File: config.mk
export PLATFORM = sky130hd
export DESIGN_NAME = jt89_regs
export DESIGN_NICKNAME = d
export VERILOG_FILES = /design/src/rtl/jt89_pkg.sv /design/src/rtl/jt89_ready_cnt.sv /design/src/rtl/jt89_regs.sv
export SDC_FILE = /design/constraint.sdc
export NUM_CORES = 1
export LEC_CHECK = 0
export CORE_ASPECT_RATIO = 2
export CORE_MARGIN = 2
export CORE_UTILIZATION = 50
export CTS_BUF_LIST = sky130_fd_sc_hd__clkbuf_4
export DETAILED_ROUTE_END_ITERATION = 10
export DONT_BUFFER_PORTS = 1
export PLACE_DENSITY = 0.72
export SLEW_MARGIN = 30
export SYNTH_ARGS = -nofsm -noshare
export SYNTH_HDL_FRONTEND = slang
export SYNTH_SLANG_ARGS = --single-unit
File: constraint.sdc
create_clock -name clk -period 2.9 [get_ports clk]
set_input_delay 0.29 -clock clk [delete_from_list [all_inputs] [get_ports clk]]
set_output_delay 0.29 -clock clk [all_outputs]
set_load 0.01 [all_outputs]
File: src/rtl/jt89_pkg.sv
// Shared constants for the SN76489 register interface: latch indices, volume off level,
// busy counter sizing and the tone period merge helper.
package jt89_pkg;

  localparam logic [2:0] L_TONE0 = 3'b000;
  localparam logic [2:0] L_VOL0  = 3'b001;
  localparam logic [2:0] L_TONE1 = 3'b010;
  localparam logic [2:0] L_VOL1  = 3'b011;
  localparam logic [2:0] L_TONE2 = 3'b100;
  localparam logic [2:0] L_VOL2  = 3'b101;
  localparam logic [2:0] L_NOISE = 3'b110;
  localparam logic [2:0] L_VOL3  = 3'b111;

  localparam logic [3:0] VOL_OFF = 4'hF;

  localparam int RDY_W = 8;
  localparam logic [RDY_W-1:0] RDY_ZERO = {RDY_W{1'b0}};
  localparam logic [RDY_W-1:0] RDY_ONE  = {{(RDY_W-1){1'b0}}, 1'b1};

  // A latch byte replaces the low nibble of a period, a data byte the upper six bits.
  function automatic logic [9:0] tone_merge(input logic [9:0] period, input logic [7:0] data);
    logic [9:0] merged;
    if (data[7]) begin
      merged = {period[9:4], data[3:0]};
    end else begin
      merged = {data[5:0], period[3:0]};
    end
    return merged;
  endfunction

endpackage

File: src/rtl/jt89_ready_cnt.sv
// READY wait line: an accepted write drops READY and loads the busy counter, which then
// counts clk_en pulses down to zero before READY returns high.
module jt89_ready_cnt
  import jt89_pkg::*;
#(
  parameter int READY_CYCLES = 32
) (
  input  logic clk,
  input  logic rst_n,
  input  logic clk_en,
  input  logic evt,
  output logic accept,
  output logic ready
);

  localparam logic [RDY_W-1:0] LOAD = RDY_W'(READY_CYCLES);

  logic [RDY_W-1:0] cnt_q, cnt_d;
  logic             ready_q, ready_d;

  assign accept = evt & ready_q;
  assign ready  = ready_q;

  // Expiry (count already at zero while busy) takes one more clk to raise READY, so an
  // event landing on that clk still sees ready_q low and is dropped.
  always_comb begin
    cnt_d   = cnt_q;
    ready_d = ready_q;
    if (accept) begin
      ready_d = 1'b0;
      cnt_d   = LOAD;
    end else if (!ready_q) begin
      if (cnt_q == RDY_ZERO) begin
        ready_d = 1'b1;
      end else if (clk_en) begin
        cnt_d = cnt_q - RDY_ONE;
      end else begin
        cnt_d = cnt_q;
      end
    end else begin
      cnt_d = cnt_q;
    end
  end

  // Counter and READY state.
  always_ff @(posedge clk or negedge rst_n) begin
    if (!rst_n) begin
      cnt_q   <= RDY_ZERO;
      ready_q <= 1'b1;
    end else begin
      cnt_q   <= cnt_d;
      ready_q <= ready_d;
    end
  end

endmodule

File: src/rtl/jt89_regs.sv
// jt89_regs: SN76489 CPU write decoder and register file with READY handshake.
// Define JT89_GG_STEREO_EN to add the Game Gear stereo port (gg_wr / gg_pan).
module jt89_regs
  import jt89_pkg::*;
#(
  parameter int READY_CYCLES = 32
) (
  input  logic       clk,
  input  logic       rst_n,
  input  logic       clk_en,
  input  logic       cs_n,
  input  logic       wr_n,
  input  logic [7:0] din,
  output logic       ready,
  output logic [9:0] tone0,
  output logic [9:0] tone1,
  output logic [9:0] tone2,
  output logic [3:0] vol0,
  output logic [3:0] vol1,
  output logic [3:0] vol2,
  output logic [3:0] vol3,
  output logic [2:0] ctrl3,
`ifdef JT89_GG_STEREO_EN
  input  logic       gg_wr,
  output logic [7:0] gg_pan,
`endif
  output logic       clr
);

  logic       wr_prev_q, wr_prev_d;
  logic       wr_evt_s, accept_s;
  logic [2:0] latch_q, latch_d, tgt_s;
  logic [9:0] tone0_q, tone0_d, tone1_q, tone1_d, tone2_q, tone2_d;
  logic [3:0] vol0_q, vol0_d, vol1_q, vol1_d, vol2_q, vol2_d, vol3_q, vol3_d;
  logic [2:0] ctrl3_q, ctrl3_d;
  logic       clr_q, clr_d;

  assign wr_evt_s = wr_prev_q & ~(cs_n | wr_n);

  jt89_ready_cnt #(
    .READY_CYCLES (READY_CYCLES)
  ) u_ready (
    .clk    (clk),
    .rst_n  (rst_n),
    .clk_en (clk_en),
    .evt    (wr_evt_s),
    .accept (accept_s),
    .ready  (ready)
  );

  // Latch bytes route by their own index, data bytes by the stored one.
  always_comb begin
    wr_prev_d = cs_n | wr_n;
    latch_d   = latch_q;
    tone0_d   = tone0_q;
    tone1_d   = tone1_q;
    tone2_d   = tone2_q;
    vol0_d    = vol0_q;
    vol1_d    = vol1_q;
    vol2_d    = vol2_q;
    vol3_d    = vol3_q;
    ctrl3_d   = ctrl3_q;
    clr_d     = 1'b0;
    tgt_s     = din[7] ? din[6:4] : latch_q;
    if (accept_s) begin
      if (din[7]) begin
        latch_d = din[6:4];
      end else begin
        latch_d = latch_q;
      end
      case (tgt_s)
        L_TONE0: tone0_d = tone_merge(tone0_q, din);
        L_TONE1: tone1_d = tone_merge(tone1_q, din);
        L_TONE2: tone2_d = tone_merge(tone2_q, din);
        L_VOL0:  vol0_d  = din[3:0];
        L_VOL1:  vol1_d  = din[3:0];
        L_VOL2:  vol2_d  = din[3:0];
        L_VOL3:  vol3_d  = din[3:0];
        L_NOISE: begin
          ctrl3_d = din[2:0];
          clr_d   = 1'b1;
        end
        default: begin
          clr_d = 1'b0;
        end
      endcase
    end else begin
      latch_d = latch_q;
    end
  end

  // PSG register file.
  always_ff @(posedge clk or negedge rst_n) begin
    if (!rst_n) begin
      wr_prev_q <= 1'b1;
      latch_q   <= L_TONE0;
      tone0_q   <= 10'd0;
      tone1_q   <= 10'd0;
      tone2_q   <= 10'd0;
      vol0_q    <= VOL_OFF;
      vol1_q    <= VOL_OFF;
      vol2_q    <= VOL_OFF;
      vol3_q    <= VOL_OFF;
      ctrl3_q   <= 3'd0;
      clr_q     <= 1'b0;
    end else begin
      wr_prev_q <= wr_prev_d;
      latch_q   <= latch_d;
      tone0_q   <= tone0_d;
      tone1_q   <= tone1_d;
      tone2_q   <= tone2_d;
      vol0_q    <= vol0_d;
      vol1_q    <= vol1_d;
      vol2_q    <= vol2_d;
      vol3_q    <= vol3_d;
      ctrl3_q   <= ctrl3_d;
      clr_q     <= clr_d;
    end
  end

  assign tone0 = tone0_q;
  assign tone1 = tone1_q;
  assign tone2 = tone2_q;
  assign vol0  = vol0_q;
  assign vol1  = vol1_q;
  assign vol2  = vol2_q;
  assign vol3  = vol3_q;
  assign ctrl3 = ctrl3_q;
  assign clr   = clr_q;

`ifdef JT89_GG_STEREO_EN
  logic       gg_prev_q, gg_prev_d;
  logic [7:0] gg_pan_q, gg_pan_d;

  // The stereo port bypasses READY entirely.
  always_comb begin
    gg_prev_d = gg_wr;
    if (gg_wr && !gg_prev_q) begin
      gg_pan_d = din;
    end else begin
      gg_pan_d = gg_pan_q;
    end
  end

  // Stereo enable register.
  always_ff @(posedge clk or negedge rst_n) begin
    if (!rst_n) begin
      gg_prev_q <= 1'b0;
      gg_pan_q  <= 8'hFF;
    end else begin
      gg_prev_q <= gg_prev_d;
      gg_pan_q  <= gg_pan_d;
    end
  end

  assign gg_pan = gg_pan_q;
`endif

endmodule
==> metrics.md <==
| Metric | Value |
|---|---|
| Setup bufs post-CTS | `0` |
| DP Area | `2790 µm²` |
| Vias per inst | `6.02` |
| Crit path launch type | `register` |
| First-pass GRT wire length | `8900 µm` |
| 1st-pass router iterations | `4` |
| Root Driver | `clkbuf_4` |
| Proportion of layout cells with a drive suffix above 1 | `0.450` |
| Synth cell types | `45` |
| Share of the synthesized area in the top cell type | `0.410` |
| Synth area leaders | `dfrtp_1 (41%), mux2_2 (20%), dfstp_2 (17%), mux2_4 (2.2%), mux2i_1 (1.5%)` |
| Worst EP required | `3.19 ns` |
| Vias in the first global route | `1678` |
| Final setup vio count | `0` |
| Worst Setup Path Type | `reg2reg` |
| CP Max Fanout | `11` |
| Initial Util | `0.511` |
| CP Capture Type | `register` |
| Longest Clk Path Bufs | `2` |
| Top cell type by total area after synthesis | `dfrtp_1` |
| Max Slew Vio Count | `0` |
| Overall routed net length | `5930 µm` |
| Die area | `6140 µm²` |
| Slew HR | `0.559` |
| Worst slew pin tran | `0.658 ns` |
| Crit path DAT | `2.69 ns` |
| Via Count | `1632` |
| FF-to-FF setup slack | `0.50 ns` |
| Post-cts resize count | `0` |
| Fillers | `439` |
| Max Cap Violations | `0` |
| CTS tree | `done` |
| Routability cong. | `0.733` |
| Num CTS Buffers | `9` |
| RSZ-0062 raised after global routing | `no` |
| Initial antenna violation count | `0` |
| Height of the die | `109 µm` |
| Syn Area/Cell | `14.3 µm²` |
| Setup crit start | `u_ready.ready` |
| Num rows | `38` |
| Worst setup path endpoint | `tone1[0]` |
| Peak supply drop | `0.539 mV` |
| Post-Syn Nets | `206` |
| CTS H-tree depth | `3` |
| Final Skew | `0.0142 ns` |
| Main synth FF type | `dfrtp_1` |
| Highest clock rate | `417 MHz` |
| Hold path start | `din[3]` |
| Clk sinks | `63` |
| Area grow syn2layout | `11.7%` |
| Status | `complete, no violations` |
| CTS clk-pin slew, worst paths | `0.09 ns` |
| Largest net degree at the start of global routing | `64` |
| Finished Cell Area | `3070 µm²` |
| Reg2reg end | `tone1[0]` |
| Min Tclk post-route | `2.40 ns` |
| EDFF count, synth | `0` |
| DRT iter0 DRCs | `48` |
| Antenna viol nets, final | `0` |
| PD cells | `929 nW/µm²` |
| Final period util | `0.827` |
| WL/cell | `21.9 µm` |
| GRT Total Usage | `0.200` |
| Post-CTS Hold Buffers | `4` |
| DP HPWL | `4040 µm` |
| Fin nets | `220` |
| # port buffers | `0` |
| Die span in x | `56.4 µm` |
| R2R cell count | `3` |
| Synth warn | `0` |
| DRC | `0` |
| Async SR Flop Fraction | `1.00` |
| Mapped cell area | `2750 µm²` |
| Skew-Pair Late Insertion Delay | `0.40 ns` |
| Synth Register Bits | `63` |
| Boundary Pins | `64` |
| Antenna Cells | `0` |
| WHS | `0.0351 ns` |
| Core area | `5370 µm²` |
| Post-Route Utilization | `0.571` |
| Register area share after synthesis | `0.582` |
| Fin. Hold Viols | `0` |
| Hold Crit Class | `in2reg` |
| Sum Neg Setup Slack | `0 ns` |
| Leakage power | `0.00138 µW` |
| Total gr overflow | `0` |
| Worst r2r src | `u_ready.ready` |
| Mapped Cells | `192` |
-- how the worst min path moves through the flow --
stage,to,slack (ns),depth (start not counted)
after floorplan,clr,-0.006,0
after global placement,tone0[6],-0.003,0
after detailed placement,u_ready.cnt_q[3],-0.004,0
after CTS,tone2[7],0.004,1
after global routing,tone0[6],0.0005,1
final,tone1[3],0.04,1
-- where the power goes --
group | leakage [µW] | internal (µW) | total, µW | switching, µW
Clock | 0.0000859 | 363 | 648 | 285
Combinational | 0.000517 | 329 | 574 | 246
Sequential | 0.000779 | 1250 | 1630 | 376
Total | 0.00138 | 1940 | 2850 | 906
-- cells in the final DEF, fill, tap and decap left out, drive strengths merged, types with 2 or more instances in the layout --
cell type	Yosys	final
inv	3	3
and3b	2	2
a21boi	2	2
mux2i	5	5
nand4bb	2	2
bufinv	0	2
a21oi	5	5
or2	2	2
clkinv	0	3
nor4	2	2
mux2	52	52
nor3	2	2
dfstp	18	18
o21a	2	2
o21ai	2	2
a211oi	3	3
nor2	7	7
nand2	5	5
nand3	4	4
dfrtp	45	45
clkbuf	3	11
dlygate4sd3	0	10
nand4	2	2
nand3b	2	2
or4	2	2
-- metal layers --
metal  vias to the layer above  global-route usage  part of all wire
met2                        48               0.354              0.56
li1                        728                   -                 -
met3                        12              0.0854             0.061
met1                       844               0.202              0.34
met5                         -                   0                 0
met4                         0              0.0884             0.035
-- critical path, cell delays in order (launching register included) --
cell and delay (ns):
dfstp_2 0.62, nand4bb_1 0.56, or4_1 0.77, mux2_4 0.35
-- Yosys cell counts, drive strengths merged (3+ instances only) --
cell type / instances
dfrtp: 45
mux2: 52
clkbuf: 3
mux2i: 5
inv: 3
buf: 5
a211oi: 3
nand2: 5
nor2: 7
a21oi: 5
dfstp: 18
nand3: 4
-- sequential cells by signal, summed over array words and instances, names as in the netlist, 3 cells and up --
name / count
ctrl3: 3
latch_q: 3
tone0: 10
tone1: 10
tone2: 10
u_ready.cnt_q: 8
vol0: 4
vol1: 4
vol2: 4
vol3: 4
-- per-stage QoR --
step | setup WS [ns] | power [µW] | instances
floorplan | 1.17 | 2030 | 192
global placement | 0.623 | 2130 | 244
detailed placement | 0.530 | 2190 | 244
CTS | 0.509 | 2870 | 264
global route | 0.390 | 3010 | 271
finish | 0.501 | 2850 | 271
-- kinds of logic (layout without fill, tap and decap cells) --
group                      count (synthesis)  in the layout  share of synthesized area
muxes                                     57             57                      0.241
buffers and inverters                     11             30                     0.0178
adders and majority gates                  1              1                    0.00455
and+or+nand+nor                           42             42                      0.102
AOI/OAI and AO/OA                         18             18                     0.0519
DFF                                       63             63                      0.582
-- cell type report --
class                           count  area [µm²]  area share
Sequential cell                    63        1600       0.521
Multi-Input combinational cell    118        1100       0.358
Timing Repair Buffer               11         128      0.0416
Clock buffer                       11        82.6      0.0269
Tap cell                           60        75.1      0.0245
Clock inverter                      5        72.6      0.0237
Inverter                            3        11.3     0.00367
No activity file was read; power rests on OpenSTA's default activity.
